### src/rtl/apb_pkg.sv
// Shared APB definitions: FSM state encoding and default bus widths.
// Used by the bridge, the APB slaves and the testbench.
package apb_pkg;

  localparam int APB_ADDR_W = 10;
  localparam int APB_DATA_W = 32;

  typedef enum logic [1:0] {
    ST_IDLE   = 2'd0,
    ST_SETUP  = 2'd1,
    ST_ACCESS = 2'd2,
    ST_RESP   = 2'd3
  } apb_state_e;

endpackage

### src/rtl/apb_watchdog.sv
// Saturating ACCESS-phase wait counter.
// o_expire fires combinationally on the TIMEOUT_CYC-th stalled cycle; TIMEOUT_CYC=0 disables it.
module apb_watchdog #(
  parameter int TIMEOUT_CYC = 255
) (
  input  logic pclk,
  input  logic presetn,
  input  logic i_clr,
  input  logic i_en,
  output logic o_expire
);

  localparam int CW = (TIMEOUT_CYC > 0) ? $clog2(TIMEOUT_CYC + 1) : 1;
  localparam logic [CW-1:0] LIM = CW'((TIMEOUT_CYC > 0) ? TIMEOUT_CYC - 1 : 0);
  localparam logic [CW-1:0] MAX = CW'(TIMEOUT_CYC);

  logic [CW-1:0] r_cnt;

  always_ff @(posedge pclk or negedge presetn) begin
    if (!presetn)                  r_cnt <= '0;
    else if (i_clr)                r_cnt <= '0;
    else if (i_en && r_cnt != MAX) r_cnt <= r_cnt + 1'b1;
  end

  // r_cnt stalled cycles already elapsed; this one would be number r_cnt+1
  assign o_expire = (TIMEOUT_CYC != 0) && i_en && (r_cnt == LIM);

endmodule

### src/rtl/apb_master_bridge.sv
// Valid/ready request port to APB master bridge, one transaction outstanding.
// All APB and response outputs are registered; req_ready decodes the state directly.
module apb_master_bridge
  import apb_pkg::*;
#(
  parameter int ADDR_W      = APB_ADDR_W,
  parameter int DATA_W      = APB_DATA_W,
  parameter int TIMEOUT_CYC = 255
) (
  input  logic              pclk,
  input  logic              presetn,
  input  logic              req_valid,
  output logic              req_ready,
  input  logic              req_write,
  input  logic [ADDR_W-1:0] req_addr,
  input  logic [DATA_W-1:0] req_wdata,
  output logic              resp_valid,
  input  logic              resp_ready,
  output logic [DATA_W-1:0] resp_rdata,
  output logic              resp_err,
  output logic              psel,
  output logic              pen,
  output logic              pwrite,
  output logic [ADDR_W-1:0] paddr,
  output logic [DATA_W-1:0] pwdata,
  input  logic [DATA_W-1:0] prdata,
  input  logic              pready,
  input  logic              pslverr
);

  apb_state_e        r_state, w_next;
  logic              r_psel, r_pen, r_pwrite;
  logic [ADDR_W-1:0] r_paddr;
  logic [DATA_W-1:0] r_pwdata;
  logic              r_resp_valid, r_resp_err;
  logic [DATA_W-1:0] r_resp_rdata;
  logic              w_accept, w_wait, w_expire;

  assign w_accept = (r_state == ST_IDLE) && req_valid;
  assign w_wait   = (r_state == ST_ACCESS) && !pready;

  apb_watchdog #(.TIMEOUT_CYC(TIMEOUT_CYC)) u_wdog (
    .pclk     (pclk),
    .presetn  (presetn),
    .i_clr    (w_accept),
    .i_en     (w_wait),
    .o_expire (w_expire)
  );

  always_ff @(posedge pclk or negedge presetn) begin
    if (!presetn) r_state <= ST_IDLE;
    else          r_state <= w_next;
  end

  always_comb begin
    w_next = r_state;
    case (r_state)
      ST_IDLE:   if (req_valid) w_next = ST_SETUP;
      ST_SETUP:  w_next = ST_ACCESS;
      ST_ACCESS: if (pready || w_expire) w_next = ST_RESP;
      ST_RESP:   if (resp_ready) w_next = ST_IDLE;
      default:   w_next = ST_IDLE;
    endcase
  end

  always_ff @(posedge pclk or negedge presetn) begin
    if (!presetn) begin
      r_psel       <= 1'b0;
      r_pen        <= 1'b0;
      r_pwrite     <= 1'b0;
      r_paddr      <= '0;
      r_pwdata     <= '0;
      r_resp_valid <= 1'b0;
      r_resp_rdata <= '0;
      r_resp_err   <= 1'b0;
    end else begin
      case (r_state)
        ST_IDLE: if (req_valid) begin
          r_psel   <= 1'b1;
          r_pen    <= 1'b0;
          r_pwrite <= req_write;
          r_paddr  <= req_addr;
          r_pwdata <= req_wdata;
        end
        ST_SETUP: r_pen <= 1'b1;
        // a real pready beats a same-cycle timeout
        ST_ACCESS: if (pready || w_expire) begin
          r_psel       <= 1'b0;
          r_pen        <= 1'b0;
          r_resp_valid <= 1'b1;
          r_resp_rdata <= (pready && !r_pwrite) ? prdata : '0;
          r_resp_err   <= pready ? pslverr : 1'b1;
        end
        ST_RESP: if (resp_ready) r_resp_valid <= 1'b0;
        default: ;
      endcase
    end
  end

  assign req_ready  = (r_state == ST_IDLE);
  assign resp_valid = r_resp_valid;
  assign resp_rdata = r_resp_rdata;
  assign resp_err   = r_resp_err;
  assign psel       = r_psel;
  assign pen        = r_pen;
  assign pwrite     = r_pwrite;
  assign paddr      = r_paddr;
  assign pwdata     = r_pwdata;

endmodule

### config.mk
export PLATFORM = sky130hd
export DESIGN_NAME = apb_master_bridge
export DESIGN_NICKNAME = d
export VERILOG_FILES = /design/src/rtl/apb_pkg.sv /design/src/rtl/apb_watchdog.sv /design/src/rtl/apb_master_bridge.sv
export SDC_FILE = /design/constraint.sdc
export NUM_CORES = 1
export LEC_CHECK = 0
export ABC_AREA = 1
export CORE_ASPECT_RATIO = 0.8
export CORE_MARGIN = 1
export CORE_UTILIZATION = 43
export CTS_CLUSTER_SIZE = 12
export DETAILED_ROUTE_END_ITERATION = 12
export GPL_TIMING_DRIVEN = 1
export PLACE_DENSITY = 0.81
export RECOVER_POWER = 50
export SYNTH_ARGS = -nofsm -noshare
export SYNTH_HDL_FRONTEND = slang
export SYNTH_HIERARCHICAL = 1
export SYNTH_SLANG_ARGS = --single-unit
### constraint.sdc
create_clock -name pclk -period 2.95 [get_ports pclk]
set_clock_uncertainty 0.1 [all_clocks]
set_input_delay 0.7375 -clock pclk [delete_from_list [all_inputs] [get_ports pclk]]
set_output_delay 0.7375 -clock pclk [all_outputs]
set_load 0.01 [all_outputs]
==> flow_metrics.tcl, run 1 <==
set metrics [dict create \
    yosys.area_share.simple_pct 33.7 \
    worst_slack_ns 0.376 \
    critPathCaptureType "flip-flop" \
    synth_warnings 6 \
    die_y_microns 86.7 \
    p_sw_mw 1.78 \
    wirelength_microns 9830 \
    hp-start "psel" \
    worstPathRequired_ns 3.14 \
    vias 3569 \
    grt_pass1_vias 3447 \
    grtUsageTotal_pct 22.2 \
    maxCapViolations 0 \
    wl_per_cell_microns 13.6 \
    maxSlewViolCount 0 \
    hold_viol_final 0 \
    relSlewSlack_pct 25.8 \
    path_max_fanout 22 \
    p_leak_nw 2.85 \
    post_cts_buffers 0 \
    dp_hpwl_microns 7010 \
    synth_top_flop_cell "dfrtp_1" \
    stdcell_area_sq_um 5760 \
    ctsHoldBuffers 0 \
    gp_congestion 0.828 \
    start_kind "input pin" \
    cp.arrival_ns 2.76 \
    n_antenna_cell 0 \
    final_nets 694 \
    cts-resized-gates 0 \
    post_synth.cell_area_avg_sq_um 8.63 \
    drc 0 \
    period_needed_ns 2.57 \
    io_pins 161 \
    clk-insertion-delay-late_ns 0.35 \
    die_x_microns 108 \
    cts_tree "built" \
    power_frac_clock_pct 19.3 \
    clk_root_buffer_cell "clkbuf_8" \
    avgViaCountPerCell 4.94 \
    p_int_mw 3.39 \
    die-area_sq_um 9360 \
    synth_cell_type_count 24 \
    cts_max_path_buffers 2 \
    firstDrtPassIters 4 \
    antenna_found_initial 0 \
    ir_worst_vdd_mv 0.481 \
    synth_xor_area_share_pct 0.681 \
    synthArstFlopShare_pct 100 \
    io_buffers 160 \
    period_share_pct 87.3 \
    synth.area.top_cells "dfrtp_1, nand2_1, nand3_1" \
    antenna_left 0 \
    startpoint "req_valid" \
    clk_pin_slew_worst_paths_ns 0.09 \
    synthTopCellsByCount "nand2_1, dfrtp_1, nand3_1" \
    status "completed" \
    r2r_start "r_state[0]" \
    synth_top_family_by_area "simple AND/OR/NAND/NOR gates" \
    synth_area_sq_um 3860 \
    placed_area_sq_um 5530 \
    synth_top_area_share_pct 57.7 \
    core_sq_um 8600 \
    finalSetupViolCount 0 \
    synth_most_common_cell "nand2_1" \
    synth-compound-area-share_pct 0.486 \
    overflow 0 \
    synth_edf_count 0 \
    rsz0062_at_grt "false" \
    initial_core_util_pct 44.9 \
    synth_cells 447 \
    clkSinkCount 89 \
    powerDensity_nw_per_um2 898 \
    htree_levels 3 \
    syn_nets 535 \
    drt-initial-drc-count 182 \
    muxShareOfSynthArea_pct 0 \
    synth_top_area_cell "dfrtp_1" \
    hp-class "flip-flop to flip-flop" \
    grt_max_degree 47 \
    seq_power_share_pct 37.9 \
    switching_share_pct 34.5 \
    fmax_ghz 0.388 \
    worstMarginPinSlew_ns 1.11 \
    rows 30 \
    cts-buffers-inserted 9 \
    synth-adder-area-share_pct 2.27 \
    area_growth_pct 49.2 \
    yosysSeqAreaShare_pct 57.7 \
    fin_setup_tns_ns 0 \
    dp_slack_ns 0.268 \
    drive_gt1_share_pct 5.41 \
    combPwrFrac_pct 42.7 \
    timing.setup.critical_path_class "input pin to flip-flop" \
    grt_pass1_wl_microns 16100 \
    rrSetupSlack_ns 0.54 \
    synth_seq_cells 89 \
]
## layout by cell type, fill, tap and decap left out
master           Yosys  final
a21oi_1              1      1
buf_4                4      4
bufinv_16            0      3
clkbuf_1             1      2
clkbuf_2             0      3
clkbuf_8             0     10
clkdlybuf4s50_1      0    158
clkinv_1             1      1
clkinv_2             1      2
clkinv_4             0      1
dfrtp_1             89     89
dlygate4sd3_1        0      1
ha_1                 7      7
inv_1               15     16
inv_2                2      1
nand2_1            202    203
nand2_2              5      4
nand2_4              2      2
nand3_1             76     76
nand4_1              4      4
nor2_1              13     13
nor2_2               1      1
nor2_4               2      2
nor4_1               1      1
o21ai_1              1      1
o22a_1               1      1
xor2_1               3      3
## path summary, 6_finish.rpt
| kind | cells past startpoint | end |
|---|---|---|
| worst max register to register | 7 | pwdata[16] |
| min in group asynchronous | 1 | resp_rdata[28] |
| worst max-delay path | 6 | pwdata[16] |
| worst min-delay path | 2 | psel |
| worst min register to register | 2 | psel |
| max in group asynchronous | 2 | pwdata[28] |
## power groups by stage
stage	combinational, mW	sequential, mW	clock [mW]
floorplan	0.873	2.13	0
global placement	2.19	1.96	0
detailed placement	2.25	1.96	0
CTS	2.25	1.96	1.02
global route	2.45	2.02	1.08
finish	2.21	1.96	1.00
## kinds of logic after synthesis
| family | after synthesis |
|---|---|
| AOI/OAI and AO/OA | 3 |
| and+or+nand+nor | 306 |
| xor gates and xnor gates | 3 |
| buffers and inverters | 39 |
| DFF | 89 |
| adders and majority gates | 7 |
## layout make-up
cell class,count,area [sq um]
fillers,737,2840
flip-flops and latches,89,2230
clock buffers,10,138
multi-input cells,319,1430
inverters,19,72.6
repair buffers,168,1640
clock inverters,5,104
well taps,112,140
## state kept, by name, indices dropped and copies added (netlist names)
register      flops
psel              1
resp_valid        1
paddr            10
pen               1
resp_err          1
r_state           2
u_wdog/r_cnt      8
pwrite            1
pwdata           32
resp_rdata       32
## through the flow
step	instances	hold WS, ns	power (mW)	util, %
after detailed placement	707	0.362	4.21	64.4
after floorplan	447	0.342	3.01	-
after CTS	722	0.296	5.24	67.2
final	722	0.379	5.17	67.0
after global placement	707	0.360	4.15	64.4
after global routing	722	0.414	5.55	67.0
## worst max-delay path: stages
cell and delay (ns):
dlygate4sd3_1 0.58, nand2_1 0.08, inv_1 0.51, clkbuf_1 0.64, nand2_1 0.12, nand2_1 0.09
## layer usage
| metal | vias up | routed length (microns) | GRT usage [%] |
|---|---|---|---|
| li1 | 1726 | - | - |
| met1 | 1670 | 4140 | 28.0 |
| met2 | 164 | 4540 | 36.4 |
| met3 | 9 | 1080 | 9.10 |
| met4 | 0 | 68 | 4.11 |
| met5 | - | 0 | 0 |
(Power assumes the default switching activity.)
==> inputs of run 2 (changes only) <==
--- a/config.mk
+++ b/config.mk
@@ -8,11 +8,10 @@
 export ABC_AREA = 1
 export CORE_ASPECT_RATIO = 0.8
 export CORE_MARGIN = 1
-export CORE_UTILIZATION = 43
+export CORE_UTILIZATION = 30
 export CTS_CLUSTER_SIZE = 12
 export DETAILED_ROUTE_END_ITERATION = 12
 export GPL_TIMING_DRIVEN = 1
-export PLACE_DENSITY = 0.81
 export RECOVER_POWER = 50
 export SYNTH_ARGS = -nofsm -noshare
 export SYNTH_HDL_FRONTEND = slang
==> run 2 against run 1 <==
Against the previous run: routed wire length up 3.4%; largest power group unchanged; register-to-register slack better by 0.19 ns; critical endpoint is now req_ready; sequential power about the same; combinational power is essentially flat; die area is 42% higher; fmax grew 2.8%.
==> flow_metrics.tcl, run 2 (same netlist as run 1, synthesis figures left out) <==
set metrics [dict create \
    cp_num_buf_inv 2 \
    firstDrtPassIters 5 \
    cts-resized-gates 0 \
    stdcell_count 781 \
    hold_viol_final 0 \
    htree_levels 3 \
    dp_cells 764 \
    drc 0 \
    clk_root_buffer_cell "clkbuf_16" \
    powerDensity_nw_per_um2 902 \
    cts_tree "built" \
    clk_pin_slew_worst_paths_ns 0.06 \
    relSlewSlack_pct 29.5 \
    rows 36 \
    ctsHoldBuffers 0 \
    wl_met1_microns 4680 \
    area_growth_pct 53.0 \
    worstPathRequired_ns 2.11 \
    wl_per_cell_microns 13.0 \
    antenna_found_initial 1 \
    drt-initial-drc-count 209 \
    wirelength_microns 10200 \
    p_leak_nw 2.87 \
    critPathCaptureType "output port" \
    hp-class "flip-flop to flip-flop" \
    final_common_cell "nand2_1" \
    final_cell_mix "nand2_1, clkdlybuf4s50_1, dfrtp_1, nand3_1, inv_1" \
    clk-insertion-delay-late_ns 0.32 \
    cpMaxStageDelayCell "clkdlybuf4s50_1" \
    num-fill-cells 1175 \
    core_sq_um 12300 \
    maxSlewViolCount 0 \
    die-area_sq_um 13300 \
    grt_pass1_wl_microns 16800 \
    period_needed_ns 2.50 \
    maxCapViolations 0 \
    grt_pass1_vias 3457 \
    antenna_left 0 \
    finalSetupViolCount 0 \
    post_cts_buffers 0 \
    cp.arrival_ns 1.67 \
    grt_max_degree 50 \
    crit_family "buffers and inverters" \
    cts_max_path_buffers 2 \
    timing.setup.critical_path_class "flip-flop to output port" \
    grtUsageTotal_pct 16.1 \
    cts-buffers-inserted 9 \
    gp_congestion 0.806 \
    io_buffers 160 \
    max_stage_delay_ns 0.57 \
    ir_worst_vdd_mv 0.438 \
    clkSinkCount 89 \
    vias 3511 \
    path_max_fanout 5 \
    fin_setup_tns_ns 0 \
    top_layer "met4" \
    rsz0062_at_grt "false" \
    avgViaCountPerCell 4.50 \
    fmax_ghz 0.400 \
    io_pins 161 \
    dp_hpwl_microns 7060 \
    final_nets 692 \
    start_kind "flip-flop" \
    worstMarginPinSlew_ns 1.06 \
    die_x_microns 129 \
    initial_core_util_pct 31.3 \
    status "completed" \
    die_y_microns 103 \
    overflow 0 \
    wl_met2_microns 4180 \
    cp_cell_sequence "inv_1 > ha_1 > clkdlybuf4s50_1" \
    period_share_pct 84.9 \
    routed-wl-met3_microns 1260 \
    drive_gt1_share_pct 5.25 \
]
==> run 2: area by class of cell <==
type	instances	area (sq um)	share of cell area [%]
Sequential cell	89	2230	37.7
Timing Repair Buffer	166	1650	27.9
Multi-Input combinational cell	319	1430	24.2
Clock buffer	12	256	4.35
Tap cell	171	214	3.62
Inverter	19	72.6	1.23
Clock inverter	4	51.3	0.869
Antenna cell	1	2.50	0.0424
==> run 2: final timing paths <==
| kind | startpoint | endpoint | slack [ns] | cells past startpoint |
|---|---|---|---|---|
| worst max register to register | r_state[0] | resp_valid | 0.73 | 12 |
| worst max-delay path | r_state[0] | req_ready | 0.45 | 3 |
| worst min register to register | pwdata[7] | pwdata[7] | 0.38 | 2 |
| max in group asynchronous | presetn | u_wdog/r_cnt[3] | 1.44 | 2 |
| min in group asynchronous | presetn | resp_rdata[10] | 0.49 | 1 |
| worst min-delay path | pwdata[7] | pwdata[7] | 0.38 | 2 |
==> run 2: metal layers <==
layer  vias to the layer above  track usage (%)
met5                         -                0
met4                         0             3.53
met3                         2             7.51
met2                       172             24.3
met1                      1612             21.1
li1                       1725                -
==> run 2: worst register-to-register path: stages (launching register included) <==
cell	delay (ns)
dfrtp_1	0.43
inv_1	0.10
ha_1	0.24
inv_1	0.10
nor2_1	0.13
nand2_1	0.07
nor4_1	0.32
nand2_2	0.13
nand2_4	0.31
nand2_1	0.09
nand2_1	0.07
nand2_1	0.04
inv_1	0.04
==> run 2: metrics by stage <==
step | hold slack (ns) | setup slack (ns) | util, % | area [sq um] | power (mW)
CTS | 0.304 | 0.394 | 47.9 | 5910 | 5.42
detailed placement | 0.362 | 0.288 | 45.4 | 5600 | 4.20
finish | 0.375 | 0.447 | 47.8 | 5900 | 5.32
global route | 0.400 | 0.332 | 47.8 | 5900 | 5.73
floorplan | 0.342 | 0.887 | - | 3860 | 3.01
global placement | 0.359 | 0.312 | 45.4 | 5600 | 4.18
==> run 2: where the power goes <==
part	switching (mW)	internal, mW	leakage (nW)
Clock	0.460	0.703	0.149
Sequential	0.281	1.67	1.14
Combinational	1.07	1.13	1.57
==> RTL edit 1 (flow settings as in run 2) <==
Put one more register stage on the output `resp_err`, with the module's reset. The value now appears one clock later. The other outputs are not delayed to match.
--- a/src/rtl/apb_master_bridge.sv
+++ b/src/rtl/apb_master_bridge.sv
@@ -100,7 +100,13 @@
   assign req_ready  = (r_state == ST_IDLE);
   assign resp_valid = r_resp_valid;
   assign resp_rdata = r_resp_rdata;
-  assign resp_err   = r_resp_err;
+  always_ff @(posedge pclk or negedge presetn) begin
+    if (!presetn) begin
+      resp_err <= '0;
+    end else begin
+      resp_err <= r_resp_err;
+    end
+  end
   assign psel       = r_psel;
   assign pen        = r_pen;
   assign pwrite     = r_pwrite;
Formal check against the unedited RTL: not equivalent (Yosys sat finds a counterexample within 4 cycles, from zero or initial values and one cycle with presetn low).
==> RTL edit 1 against run 2 <==
The flow now finishes with violations (max-capacitance violations, max-slew violations); routed wire length up 2.5%; combinational power about the same; global-route usage about the same; design area up 0.11%; sequential cell count up 1; synthesized cell count up 0.22%; power up 0.19%; via count down 1.5%; sequential share of layout area up 0.38 points; worst setup slack worse by 0.052 ns; register-to-register slack worse by 0.02 ns; area after synthesis up 0.65%; critical endpoint unchanged; largest cell class unchanged.
==> RTL edit 1: results (changes against run 2) <==
| Metric | Value |
|---|---|
| Outcome | `finished with violations` |
| Violated checks | `max-capacitance violations, max-slew violations` |
| Fillers | `1,160 (-1.3%)` |
| HPWL after DPL | `7160 um (+1.5%)` |
| Proportion of layout cells with a drive suffix above 1 | `0.0492 (-0.00336)` |
| Met3 routed WL | `1160 um (-8.2%)` |
| Critical Path Max Stage Delay | `0.59 ns (+0.02 ns)` |
| Slew Viols, Final | `36 (+36)` |
| Placed instance area | `5630 um2 (+0.45%)` |
| Sink Count | `90 (+1.1%)` |
| Hold Crit Start | `r_resp_err` |
| Final nets | `693 (+0.14%)` |
| Non-clk buf share | `0.279 (-0.000507)` |
| Pre-CTS setup slack | `0.298 ns (+0.00972 ns)` |
| Met1 usage in global routing | `0.219 (+0.00787)` |
| Cells after DPL | `765 (+0.13%)` |
| Max-capacitance violation count | `1 (+1)` |
| Seq/total area | `0.381 (+0.00383)` |
| Max layer used | `met5` |
| Tot GR Track Use | `0.161 (about the same)` |
| Final Critical Period | `2.56 ns (+0.0524 ns)` |
| Syn_nets | `536 (+0.19%)` |
| Final WL | `10,400 um (+2.5%)` |
| Vias in the first global route | `3,373 (-2.4%)` |
| Synth Instances | `448 (+0.22%)` |
| Sequential share of the synthesized area | `0.580 (+0.00272)` |
| Rel. slew slack | `-0.347 (-0.642)` |
| First-pass GRT wire length | `17,000 um (+1.6%)` |
| Met2 Use GR | `0.223 (-0.0201)` |
| Largest cells by area after synthesis | `dfrtp_1 58%, nand2_1 20%, nand3_1 9.8%` |
-- RTL edit 1: power by group through the flow --
stage,Clock (mW),Combinational (mW),Sequential [mW]
6_report,1.15,2.21,1.97
5_1_grt,1.25,2.43,2.03
4_1_cts,1.20,2.26,1.98
3_5_place_dp,0,2.26,1.98
3_3_place_gp,0,2.23,1.98
2_1_floorplan,0,0.873,2.16
-- RTL edit 1: cells by family after synthesis --
| kind of cell | Yosys count | synth area share |
|---|---|---|
| AO/OA/AOI/OAI | 3 | 0.00483 |
| flip-flops | 90 | 0.580 |
| buffers and inverters | 39 | 0.0509 |
| XOR/XNOR | 3 | 0.00677 |
| adder cells (fa/ha/maj) | 7 | 0.0226 |
| AND/OR/NAND/NOR | 306 | 0.335 |
-- RTL edit 1: worst register-to-register path: cells and delay by family (launching register included) --
family / cells / cell delay [ns]
adder cells (fa/ha/maj): 1 / 0.24
buffers and inverters: 3 / 0.26
flip-flops: 1 / 0.42
AND/OR/NAND/NOR: 8 / 1.15
==> RTL edit 2 (config.mk and constraints of run 2) <==
Without the edit above. `APB_DATA_W`: 32 -> 16.
--- a/src/rtl/apb_pkg.sv
+++ b/src/rtl/apb_pkg.sv
@@ -3,7 +3,7 @@
 package apb_pkg;
 
   localparam int APB_ADDR_W = 10;
-  localparam int APB_DATA_W = 32;
+  localparam int APB_DATA_W = 16;
 
   typedef enum logic [1:0] {
     ST_IDLE   = 2'd0,
Interface: changed (resized prdata, pwdata, req_wdata and resp_rdata); port bits go from 161 to 97. The function was not compared with the original's and may differ.
==> RTL edit 2 against run 2 <==
Routed wire length fell by 38%; area after synthesis fell by 33%; power fell by 32%; synthesized cell count fell by 31%; non-clock buffer count fell by 65; die area fell by 32%; design area fell by 35%; sequential cell count fell by 32; worst setup slack improved by 0.0059 ns; global-route usage fell by 1.2 points; clock power fell by 40%.
==> RTL edit 2: results (changes against run 2) <==
| Metric | Value |
|---|---|
| Sequential share of the synthesized area | `0.551 (-0.0264)` |
| Tot GR Track Use | `0.149 (-0.0116)` |
| Hold WS | `0.374 ns (-0.00106 ns)` |
| DR pass1 iterations | `4 (-1)` |
| Via count | `2,298 (-35%)` |
| Commonest cells in the netlist | `153 x nand2_1, 57 x dfrtp_1, 28 x nand3_1` |
| Pre-CTS setup slack | `0.331 ns (+0.0433 ns)` |
| Distinct cells, synth | `25 (+4.2%)` |
| Cells after DPL | `510 (-33%)` |
| Wirelength per Cell | `11.9 um (-8.4%)` |
| Met1 usage in global routing | `0.201 (-0.0101)` |
| Largest cells by area after synthesis | `dfrtp_1 55%, nand2_1 22%, nand3_1 5.4%` |
| Synth Area in Compound Gates | `0.00773 (+0.00287)` |
| Outcome | `finished clean` |
| Root Driver | `clkbuf_8` |
| Number of buffers inserted by port buffering | `96 (-40%)` |
| Largest net degree at the start of global routing | `37 (-26%)` |
| DRT iter0 DRCs | `121 (-42%)` |
| Synth Area in XOR/XNOR | `0.0101 (+0.00334)` |
| Proportion of layout cells with a drive suffix above 1 | `0.0719 (+0.0194)` |
| Leakage | `1.88 nW (-34%)` |
| Met3 usage | `0.0561 (-0.0190)` |
| Synth Instances | `308 (-31%)` |
| Vias in the first global route | `2,307 (-33%)` |
| R2R cell count | `6 (-6)` |
| Met2 wire len | `2720 um (-35%)` |
| Worst Hold End | `pen` |
| Hold Crit Start | `pen` |
| N_diodes | `0 (-1)` |
| Met2 Use GR | `0.231 (-0.0117)` |
| Syn_nets | `364 (-32%)` |
| Largest delay contributor family on the critical path | `buffers and inverters` |
| Met1 WL | `3060 um (-35%)` |
| Max VDD drop | `402 uV (-8.3%)` |
| Global placement routability congestion | `0.791 (-1.8%)` |
| Adder-cell share of the synthesized area | `0.0338 (+0.0111)` |
| Placed instance area | `3670 um2 (-34%)` |
| Tightest Pin Transition | `1.28 ns (+0.219 ns)` |
| Cts repair resizes | `0 (unchanged)` |
| Met3 routed WL | `440 um (-65%)` |
| HPWL after DPL | `4530 um (-36%)` |
| Critical Path Max Stage Delay | `0.57 ns (about the same)` |
| Worst reg2reg path endpoint | `pwdata[7]` |
==> RTL edit 2: layout make-up <==
class                   count  area, um2
inverters                  20       78.8
multi-input cells         224       1020
flip-flops and latches     57       1430
repair buffers            101        986
fillers                   808       4330
clock buffers              10        128
well taps                 108        135
clock inverters             5       57.6
==> RTL edit 2: worst max-delay path by stage <==
stage	cells past startpoint	slack, ns	startpoint	end
3_5_place_dp	10	0.33	pready	resp_rdata[0]
6_report	3	0.45	r_state[0]	req_ready
2_1_floorplan	12	0.70	r_state[0]	resp_rdata[10]
5_1_grt	2	0.34	presetn	u_wdog/r_cnt[4]
3_3_place_gp	10	0.39	pready	resp_rdata[7]
4_1_cts	3	0.40	r_state[0]	req_ready
==> RTL edit 2: report_power, final <==
part           internal, mW  total, mW  switching, mW
clock                 0.384      0.694          0.310
combinational         0.816       1.58          0.765
sequential             1.11       1.33          0.215
total                  2.31       3.60           1.29
